## src/rtl/scope_pkg.sv

```systemverilog
// Shared types and default widths for the scope capture path and the HDMI frame writer.
package scope_pkg;

    localparam int ADC_RES_DEF = 12;
    localparam int VAL_RES_DEF = 16;

    typedef enum logic [2:0] {
        S_IDLE    = 3'd0,
        S_PREARM  = 3'd1,
        S_WAIT    = 3'd2,
        S_CAPTURE = 3'd3,
        S_DONE    = 3'd4
    } state_t;

endpackage

```

## src/rtl/trig_detect.sv

```systemverilog
// Saturating hysteresis band around the trigger level, plus the slope-selected
// pre-arm and trigger comparators for the current sample.
module trig_detect
    import scope_pkg::*;
#(
    parameter int ADC_RES = ADC_RES_DEF
) (
    input  logic [ADC_RES-1:0] sample,
    input  logic [ADC_RES-1:0] level,
    input  logic [ADC_RES-1:0] hyst,
    input  logic               slope,
    output logic               prearm_ok,
    output logic               trig_ok
);

    logic [ADC_RES:0]   diff;
    logic [ADC_RES:0]   sum;
    logic [ADC_RES-1:0] lo;
    logic [ADC_RES-1:0] hi;

    always_comb begin
        diff = {1'b0, level} - {1'b0, hyst};
        sum  = {1'b0, level} + {1'b0, hyst};
        // The extra top bit flags a borrow (below zero) or a carry (above full scale).
        lo = diff[ADC_RES] ? '0 : diff[ADC_RES-1:0];
        hi = sum[ADC_RES] ? {ADC_RES{1'b1}} : sum[ADC_RES-1:0];
        prearm_ok = slope ? (sample >= hi) : (sample <= lo);
        trig_ok   = slope ? (sample <= level) : (sample >= level);
    end

endmodule

```

## src/rtl/scope_trigger_capture.sv

```systemverilog
// Arms on request, waits for a hysteresis-qualified edge (or an auto timeout),
// then emits one decimated sample per display column.
module scope_trigger_capture
    import scope_pkg::*;
#(
    parameter int ADC_RES      = ADC_RES_DEF,
    parameter int VAL_RES      = VAL_RES_DEF,
    parameter int DECIM_W      = 16,
    parameter int COL_W        = 10,
    parameter int AUTO_TIMEOUT = 1000000
) (
    input  logic               clk,
    input  logic               rst,
    input  logic [ADC_RES-1:0] adc_data,
    input  logic               adc_valid,
    input  logic               arm,
    input  logic [ADC_RES-1:0] trig_level,
    input  logic [ADC_RES-1:0] trig_hyst,
    input  logic               trig_slope,
    input  logic               auto_mode,
    input  logic [DECIM_W-1:0] decim,
    input  logic [COL_W-1:0]   num_cols,
    output logic [VAL_RES-1:0] val,
    output logic               val_valid,
    output logic               capture_done,
    output logic               busy,
    output logic               auto_trig
);

    localparam int TO_W = $clog2(AUTO_TIMEOUT + 1);
    localparam logic [TO_W-1:0] TO_LAST = TO_W'(AUTO_TIMEOUT - 1);
    localparam logic [TO_W-1:0] TO_SAT  = TO_W'(AUTO_TIMEOUT);

    state_t             state;
    logic [ADC_RES-1:0] level_q;
    logic [ADC_RES-1:0] hyst_q;
    logic               slope_q;
    logic               auto_q;
    logic [DECIM_W-1:0] decim_m1;
    logic [COL_W-1:0]   cols_m1;
    logic [DECIM_W-1:0] skip_cnt;
    logic [COL_W-1:0]   col_cnt;
    logic [TO_W-1:0]    to_cnt;
    logic               prearm_ok;
    logic               trig_ok;
    logic               real_hit;
    logic               forced_hit;

    trig_detect #(
        .ADC_RES (ADC_RES)
    ) u_trig_detect (
        .sample    (adc_data),
        .level     (level_q),
        .hyst      (hyst_q),
        .slope     (slope_q),
        .prearm_ok (prearm_ok),
        .trig_ok   (trig_ok)
    );

    // A real edge outranks a simultaneous timeout, so auto_trig only reflects pure timeouts.
    assign real_hit   = (state == S_WAIT) && trig_ok;
    assign forced_hit = auto_q && (to_cnt == TO_LAST);

    always_ff @(posedge clk or posedge rst) begin
        if (rst) begin
            state        <= S_IDLE;
            level_q      <= '0;
            hyst_q       <= '0;
            slope_q      <= 1'b0;
            auto_q       <= 1'b0;
            decim_m1     <= '0;
            cols_m1      <= '0;
            skip_cnt     <= '0;
            col_cnt      <= '0;
            to_cnt       <= '0;
            val          <= '0;
            val_valid    <= 1'b0;
            capture_done <= 1'b0;
            busy         <= 1'b0;
            auto_trig    <= 1'b0;
        end else begin
            val_valid    <= 1'b0;
            capture_done <= 1'b0;
            case (state)
                S_IDLE: begin
                    if (arm) begin
                        level_q  <= trig_level;
                        hyst_q   <= trig_hyst;
                        slope_q  <= trig_slope;
                        auto_q   <= auto_mode;
                        decim_m1 <= (decim == '0) ? '0 : decim - DECIM_W'(1);
                        cols_m1  <= (num_cols == '0) ? '0 : num_cols - COL_W'(1);
                        skip_cnt <= '0;
                        col_cnt  <= '0;
                        to_cnt   <= '0;
                        busy     <= 1'b1;
                        state    <= S_PREARM;
                    end
                end
                S_PREARM, S_WAIT: begin
                    if (adc_valid) begin
                        if (to_cnt != TO_SAT) begin
                            to_cnt <= to_cnt + TO_W'(1);
                        end
                        if (real_hit || forced_hit) begin
                            // The triggering sample itself is column 0.
                            auto_trig <= !real_hit;
                            val       <= VAL_RES'(adc_data);
                            val_valid <= 1'b1;
                            skip_cnt  <= decim_m1;
                            col_cnt   <= COL_W'(1);
                            state     <= (cols_m1 == '0) ? S_DONE : S_CAPTURE;
                        end else if (state == S_PREARM && prearm_ok) begin
                            state <= S_WAIT;
                        end
                    end
                end
                S_CAPTURE: begin
                    if (adc_valid) begin
                        if (skip_cnt == '0) begin
                            val       <= VAL_RES'(adc_data);
                            val_valid <= 1'b1;
                            skip_cnt  <= decim_m1;
                            if (col_cnt == cols_m1) begin
                                state <= S_DONE;
                            end else begin
                                col_cnt <= col_cnt + COL_W'(1);
                            end
                        end else begin
                            skip_cnt <= skip_cnt - DECIM_W'(1);
                        end
                    end
                end
                S_DONE: begin
                    capture_done <= 1'b1;
                    busy         <= 1'b0;
                    state        <= S_IDLE;
                end
                default: begin
                    busy  <= 1'b0;
                    state <= S_IDLE;
                end
            endcase
        end
    end

endmodule

```

## config.mk

```make
export PLATFORM = sky130hd
export DESIGN_NAME = scope_trigger_capture
export DESIGN_NICKNAME = d
export VERILOG_FILES = /design/src/rtl/scope_pkg.sv /design/src/rtl/trig_detect.sv /design/src/rtl/scope_trigger_capture.sv
export SDC_FILE = /design/constraint.sdc
export NUM_CORES = 1
export LEC_CHECK = 0
export CORE_MARGIN = 10
export CORE_UTILIZATION = 58
export CTS_CLUSTER_SIZE = 28
export DETAILED_ROUTE_END_ITERATION = 16
export GPL_TIMING_DRIVEN = 0
export PLACE_DENSITY = 0.79
export SETUP_SLACK_MARGIN = 0.5
export SLEW_MARGIN = 10
export SYNTH_ARGS = -nofsm -noshare
export SYNTH_HDL_FRONTEND = slang
export SYNTH_HIERARCHICAL = 1
export SYNTH_SLANG_ARGS = --single-unit
```

## constraint.sdc

```tcl
create_clock -name clk -period 5.51 [get_ports clk]
set_input_delay 1.102 -clock clk [delete_from_list [all_inputs] [get_ports clk]]
set_output_delay 1.102 -clock clk [all_outputs]
set_load 0.1 [all_outputs]
```

After elaboration in Yosys (flattened, before gate mapping)
Index checks and enable logic that the tools add are counted.

Memory bits (writable): 0. Bits in latches: 0. Logic and storage cells: 111. ROM bits: 0. Flip-flop bits (word level): 121. Memories: 0.

Div/mod/pow operators: 0. Shifts and indexed selects: 0. Reduce and logical (&&, ||, !) cells: 23. Order comparisons: 4. Add/sub/neg operators: 7. Equal/unequal tests: 16. $mul: 0. Bitwise operators: 1. Multiplexer cells: 45.

Operators by type and width (number): two-way mux 16 bit (10); two-way mux 10 bit (7); two-way mux 20 bit (3); one-hot mux 16 bit (3 select lines) (1); one-hot mux 20 bit (2 select lines) (1); zero test 16 bit (2); one-hot mux 16 bit (2 select lines) (1); subtractor 16 x 1 -> 16 bit, second input constant (2); one-hot mux 10 bit (3 select lines) (1); greater-or-equal comparator 12 bit (2); less-or-equal comparator 12 bit (2); two-way mux 12 bit (2); two-way mux 3 bit (8); adder 20 x 1 -> 20 bit, second input constant (1); equality test 20 bit, second input constant (1); zero test 10 bit (2); != test 20 bit, second input constant (1); != test 2 bit, second input constant (8); adder 12 x 12 -> 13 bit (1); subtractor 12 x 12 -> 13 bit (1); adder 10 x 1 -> 10 bit, second input constant (1); equality test 10 bit (1); AND reduction 5 bit (2); subtractor 10 x 1 -> 10 bit, second input constant (1); other kinds (21) (34).

Depth between registers and ports, before layout
Gate-level depths: netlist of run 1.

Word-level depth: 9. Mapped depth: 19. Mapped depth without buffers: 19.

Cells and area by module
Netlist of run 1, hierarchy kept.

By module, submodules not included: scope_trigger_capture (cells an instance 662, area each 6109.6 µm², times used 1, sequential area each 2927.8 µm²); trig_detect (cells an instance 312, area each 2205.9 µm², times used 1, sequential area each 0.0 µm²).

Worst setup path after synthesis of run 1
OpenSTA, ideal clock, no wires.

Kind: in2reg. Start point: input port adc_data[1]. End point: register col_cnt[2]. Setup time: 0.069 ns. Data required time: 5.441 ns. Arrival time: 3.953 ns. Path slack: 1.488 ns. Stages: 13. Cell sequence: ha_1 nor2b_1 o211ai_1 a211oi_1 a2111oi_0 mux2i_1 o21ai_0 a211oi_1 a31oi_4 or3_1 buf_6 or3_1 nand3_1.

Word-level cells in the longest chain between the ends: 6.

RTL lines: start, declared (line scope_trigger_capture.sv:14) `input logic [ADC_RES-1:0] adc_data,`; greater-or-equal comparator 12 bit or less-or-equal comparator 12 bit (tied branches) (line trig_detect.sv:28) `trig_ok = slope ? (sample <= level) : (sample >= level);`; two-way mux 1 bit * (line trig_detect.sv:28); via trig_ok (line scope_trigger_capture.sv:45) `logic trig_ok;`; logical AND 1 bit * (line scope_trigger_capture.sv:61) `assign real_hit = (state == S_WAIT) && trig_ok;`; logical OR 1 bit * (line scope_trigger_capture.sv:105) `if (real_hit || forced_hit) begin`; != test 2 bit (no line) *; AND reduction 7 bit (no line) *; end signal, assigned (line scope_trigger_capture.sv:127) `col_cnt <= col_cnt + COL_W'(1);`; end, declared (line scope_trigger_capture.sv:42) `logic [COL_W-1:0] col_cnt;`.

The timed path passes the listed nets; every way through them passes the cells marked *. A chain may end at the register's enable or synchronous reset.

Worst setup path after layout of run 1
Start point: register level_q[0]. End point: register state[0].

Word-level cells in the longest chain between the ends: 7.

RTL lines: start, declared (line scope_trigger_capture.sv:35) `logic [ADC_RES-1:0] level_q;`; start signal, assigned (line scope_trigger_capture.sv:87) `level_q <= trig_level;`; subtractor 12 x 12 -> 13 bit or adder 12 x 12 -> 13 bit (tied branches) (line trig_detect.sv:22, trig_detect.sv:23); two-way mux 12 bit (on tied branches) (line trig_detect.sv:25, trig_detect.sv:26); less-or-equal comparator 12 bit or greater-or-equal comparator 12 bit (tied branches) (line trig_detect.sv:27) `prearm_ok = slope ? (sample >= hi) : (sample <= lo);`; two-way mux 1 bit * (line trig_detect.sv:27); via prearm_ok (line scope_trigger_capture.sv:44) `logic prearm_ok;`; logical AND 1 bit * (line scope_trigger_capture.sv:113) `end else if (state == S_PREARM && prearm_ok) begin`; != test 3 bit (no line) *; AND reduction 6 bit (no line) *; end signal, assigned (line scope_trigger_capture.sv:112) `state <= (cols_m1 == '0) ? S_DONE : S_CAPTURE;`; end, declared (line scope_trigger_capture.sv:34) `state_t state;`.

The timed path passes the listed nets; every way through them passes the cells marked *. The select of a mux whose other input is x is not followed.

==> out/results.md, run 1 <==
Placed design
* routability-driven placement congestion ratio: 0.913
* number of buffer cells added on primary ports: 83
* standard cell area after detailed placement: 9420 sq um
* setup slack at placement: 0.396 ns
* hpwl dp: 16.4 mm

Setup path
* launching instance or port of the critical path: level_q[0]$_DFFE_PP0P_
* Critical Path End: state[0]$_DFFE_PP0P_
* logic depth of the worst register-to-register path: 19
* cell mode on critical path: o21ai_1
* sort of element at the end of the critical path: register
* number of buffer and inverter instances along the worst setup path: 1
* Max stage delay on crit path: 0.43 ns
* slack of the worst reg-to-reg path: 0.76 ns
* CP delay by family, top: compound AO/OA/AOI/OAI gates
* WP depth: 19
* crit path max-delay cell type: dfrtp_1
* kind of launch point of the worst setup path: register
* endpoint of the worst-slack reg-to-reg timing path: state[0]$_DFFE_PP0P_
* data arrival at the endpoint of the critical path: 5.09 ns
* critical path class: reg -> reg
* Cell Chain, Critical Path: inv_1 -> ha_1 -> fa_1 -> nand2b_1 -> a21oi_1 -> nor3_1 -> o21ai_1 -> or3b_1 -> ha_1 -> nand2_1 -> o21ai_1 -> a2111oi_0 -> o21ai_1 -> a32oi_1 -> o22a_1 -> nor2_1 -> a211oi_1 -> a21boi_1 -> mux2i_1
* Critical Path RT: 5.86 ns
* reg-to-reg startpoint: level_q[0]$_DFFE_PP0P_
* Crit Path Max Fanout: 4

Route
* number of detailed-routing iterations run before antenna repair: 5
* wire length after detailed routing: 21.9 mm
* Iter 0 DRT Violations: 731
* post-route ant nets: 0
* routed len/inst: 17.2 um
* routed vias: 7,521
* post-detailed-route via-to-cell ratio: 5.90
* # DRC: 0

STA
* final hold violation count: 0
* max_slew headroom: 0.285
* Final TNS setup: 0 ns
* max frequency: 211 MHz
* least setup slack across all paths after layout: 0.764 ns
* Fin Clk Skew: 0.00823 ns
* share of the cycle needed by the critical path after routing: 0.861
* worst hold margin: 0.482 ns
* Final Critical Period: 4.75 ns
* transition time of the tightest slew-check pin: 1.07 ns
* final number of setup-violating endpoints: 0
* max-slew violation count: 0
* unrepaired setup endpoints after global routing: false

Finish
* commonest non-fill, non-tap cell in the layout: nand2_1
* antenna fix cells: 0
* multi-input gate area in the final layout: 4980 sq um
* layout overhead on the synthesized area: 21.4%
* area occupied by registers: 2930 sq um
* fin nets: 1,220
* final-layout fill cell count: 1,111
* commonest non-fill, non-tap cells in the layout: 155 x nand2_1, 117 x dfrtp_1, 83 x clkdlybuf4s50_1
* Finished Cell Area: 10,100 sq um
* fraction of layout instances using a drive strength above 1: 0.0913

Job
* max cap viols: 0

Logic synthesis
* cell area after technology mapping: 8320 sq um
* synthesized netlist cell count: 974
* FFs w/ async S/R, synth: 1.00
* most common flop cell mapped by yosys: dfrtp_1
* number of flops mapped to enable cells by yosys: 0
* post-synthesis average cell area: 8.54 sq um
* Syn. warnings: 6
* sequential fraction of the synthesis area: 0.352
* synthesis-stage register bit count: 117
* number of different library cells in the post-synthesis netlist: 80

CTS
* CTS tree: built
* count of H-tree levels built during CTS: 4
* maximum clock path buffer count: 2
* number of CTS-inserted buffers: 17
* Num Clock Sinks: 117
* clock latency on the worst-skew pair: 0.43 ns
* CTS Hold Bufs: 0
* buffer type at the clock tree root: clkbuf_16
* register clock-pin slew on the reported worst setup and hold paths: 0.06 ns

Status
* result of the run: finished clean

Die
* die boundary height: 140 um
* Core ar.: 14,000 sq um
* Die X: 140 um
* Ports: 88
* die footprint: 19,500 sq um
* number of cell rows: 43
* starting density of the core: 0.594

Global routing
* grt ovf: 0
* maximum number of pins on one net before global-route repair: 79
* antenna violations before repair: 0
* overall routing resource usage: 0.223
* global-route wire length before repair: 36.2 mm
* number of global-route vias before repair: 7,300

Min path
* Hold Path Origin: decim_m1[1]$_DFFE_PP0P_
* instance count along the most critical hold path: 2
* Min-Delay Path Class: reg -> reg

Power and ir drop
* peak supply drop: 0.365 mV
* static leakage: 4.56 nW
* power density cells: 676 nW/um^2

[tightest hold or removal path: stages (launching register included)]
cell and delay (ns):
dfrtp_1 0.34, nand2_1 0.05, o21ai_0 0.06
[flip-flops by register name, summed over array words and instances, names as in the netlist]
name	cells
level_q	12
decim_m1	16
val	12
to_cnt	20
slope_q	1
col_cnt	10
val_valid	1
skip_cnt	16
busy	1
capture_done	1
cols_m1	10
auto_q	1
auto_trig	1
hyst_q	12
state	3
[cell usage after synthesis (6+ instances only)]
cell | count | area share
nor2b_1 | 9 | 0.0068
o22ai_1 | 7 | 0.0053
xor2_1 | 29 | 0.031
nand4_1 | 16 | 0.012
nand3_1 | 25 | 0.015
mux2i_1 | 8 | 0.0096
inv_1 | 50 | 0.023
xnor2_1 | 24 | 0.025
ha_1 | 68 | 0.10
nand2_1 | 155 | 0.070
clkbuf_1 | 18 | 0.0081
a21oi_1 | 50 | 0.030
nor2_1 | 77 | 0.035
nor4_1 | 13 | 0.0098
mux2_2 | 12 | 0.016
dfrtp_1 | 117 | 0.35
a22oi_1 | 9 | 0.0081
buf_4 | 10 | 0.0090
o21ai_0 | 60 | 0.036
and3_1 | 11 | 0.0083
o211ai_1 | 7 | 0.0063
nor3_1 | 23 | 0.014
and2_1 | 7 | 0.0053
a21o_1 | 9 | 0.0081
a211oi_1 | 8 | 0.0072
nand2b_1 | 14 | 0.011
or3_1 | 7 | 0.0053
buf_2 | 6 | 0.0036
o21ai_1 | 16 | 0.0096
o31ai_1 | 11 | 0.0099
or2_2 | 6 | 0.0045
[cell families (layout without fill, tap and decap cells)]
kind of cell	Yosys count	in the layout	synth area share
AND/OR/NAND/NOR	394	394	0.232
AO/OA/AOI/OAI	226	226	0.177
flip-flops	117	117	0.352
buffers and inverters	93	211	0.0501
adder cells (fa/ha/maj)	70	70	0.107
XOR/XNOR	53	53	0.0558
multiplexers	20	20	0.0259
other	1	4	0.000451
[final cells by class]
cell class,count,share of cell area
buffer,38,0.0208
clock buffer,18,0.0435
sequential,117,0.290
multi-input combinational,767,0.494
clock inverter,14,0.0222
tap,180,0.0223
timing repair buffer,86,0.0865
inverter,55,0.0209
[routing by layer]
metal / track usage / up-vias / share of wire
li1: - / 3666 / -
met1: 0.288 / 3536 / 0.45
met2: 0.358 / 275 / 0.47
met3: 0.0419 / 44 / 0.053
met4: 0.0891 / 0 / 0.028
met5: 0 / - / 0
[repair_timing]
item | 4_1_cts | 5_1_grt
setup buffers | 0 | 2
setup endpoints to repair | 0 | 3
gates resized for setup | 0 | 0
[through the flow]
| stage | power (mW) | std cells | util |
|---|---|---|---|
| finish | 6.82 | 1275 | 0.722 |
| global route | 7.34 | 1275 | 0.722 |
| CTS | 6.75 | 1273 | 0.720 |
| detailed placement | 5.46 | 1241 | 0.673 |
| global placement | 5.37 | 1240 | 0.671 |
| floorplan | 4.49 | 977 | - |
[worst min path at each step]
| stage | to | slack, ns |
|---|---|---|
| final | decim_m1[1]$_DFFE_PP0P_ | 0.48 |
| after global routing | decim_m1[13]$_DFFE_PP0P_ | 0.53 |
| after CTS | decim_m1[1]$_DFFE_PP0P_ | 0.49 |
| after detailed placement | decim_m1[1]$_DFFE_PP0P_ | 0.48 |
| after global placement | decim_m1[1]$_DFFE_PP0P_ | 0.46 |
| after floorplan | auto_q$_DFFE_PP0P_ | 0.45 |
[where the power goes]
part           internal (mW)  switching [mW]
Sequential              1.17           0.309
Combinational           1.55            2.55
Clock                  0.819           0.428
Power figures use the tool's default switching activity.
==> run 2, diff against run 1 <==
SKIP_LAST_GASP = 1   (was default)
==> results of run 2 <==
Final layout, timing and power as in run 1 (identical DEF).
==> run 3, diff against run 2 <==
TNS_END_PERCENT = 20   (was default)
==> results of run 3 <==
Final layout, timing and power as in run 1 (identical DEF).
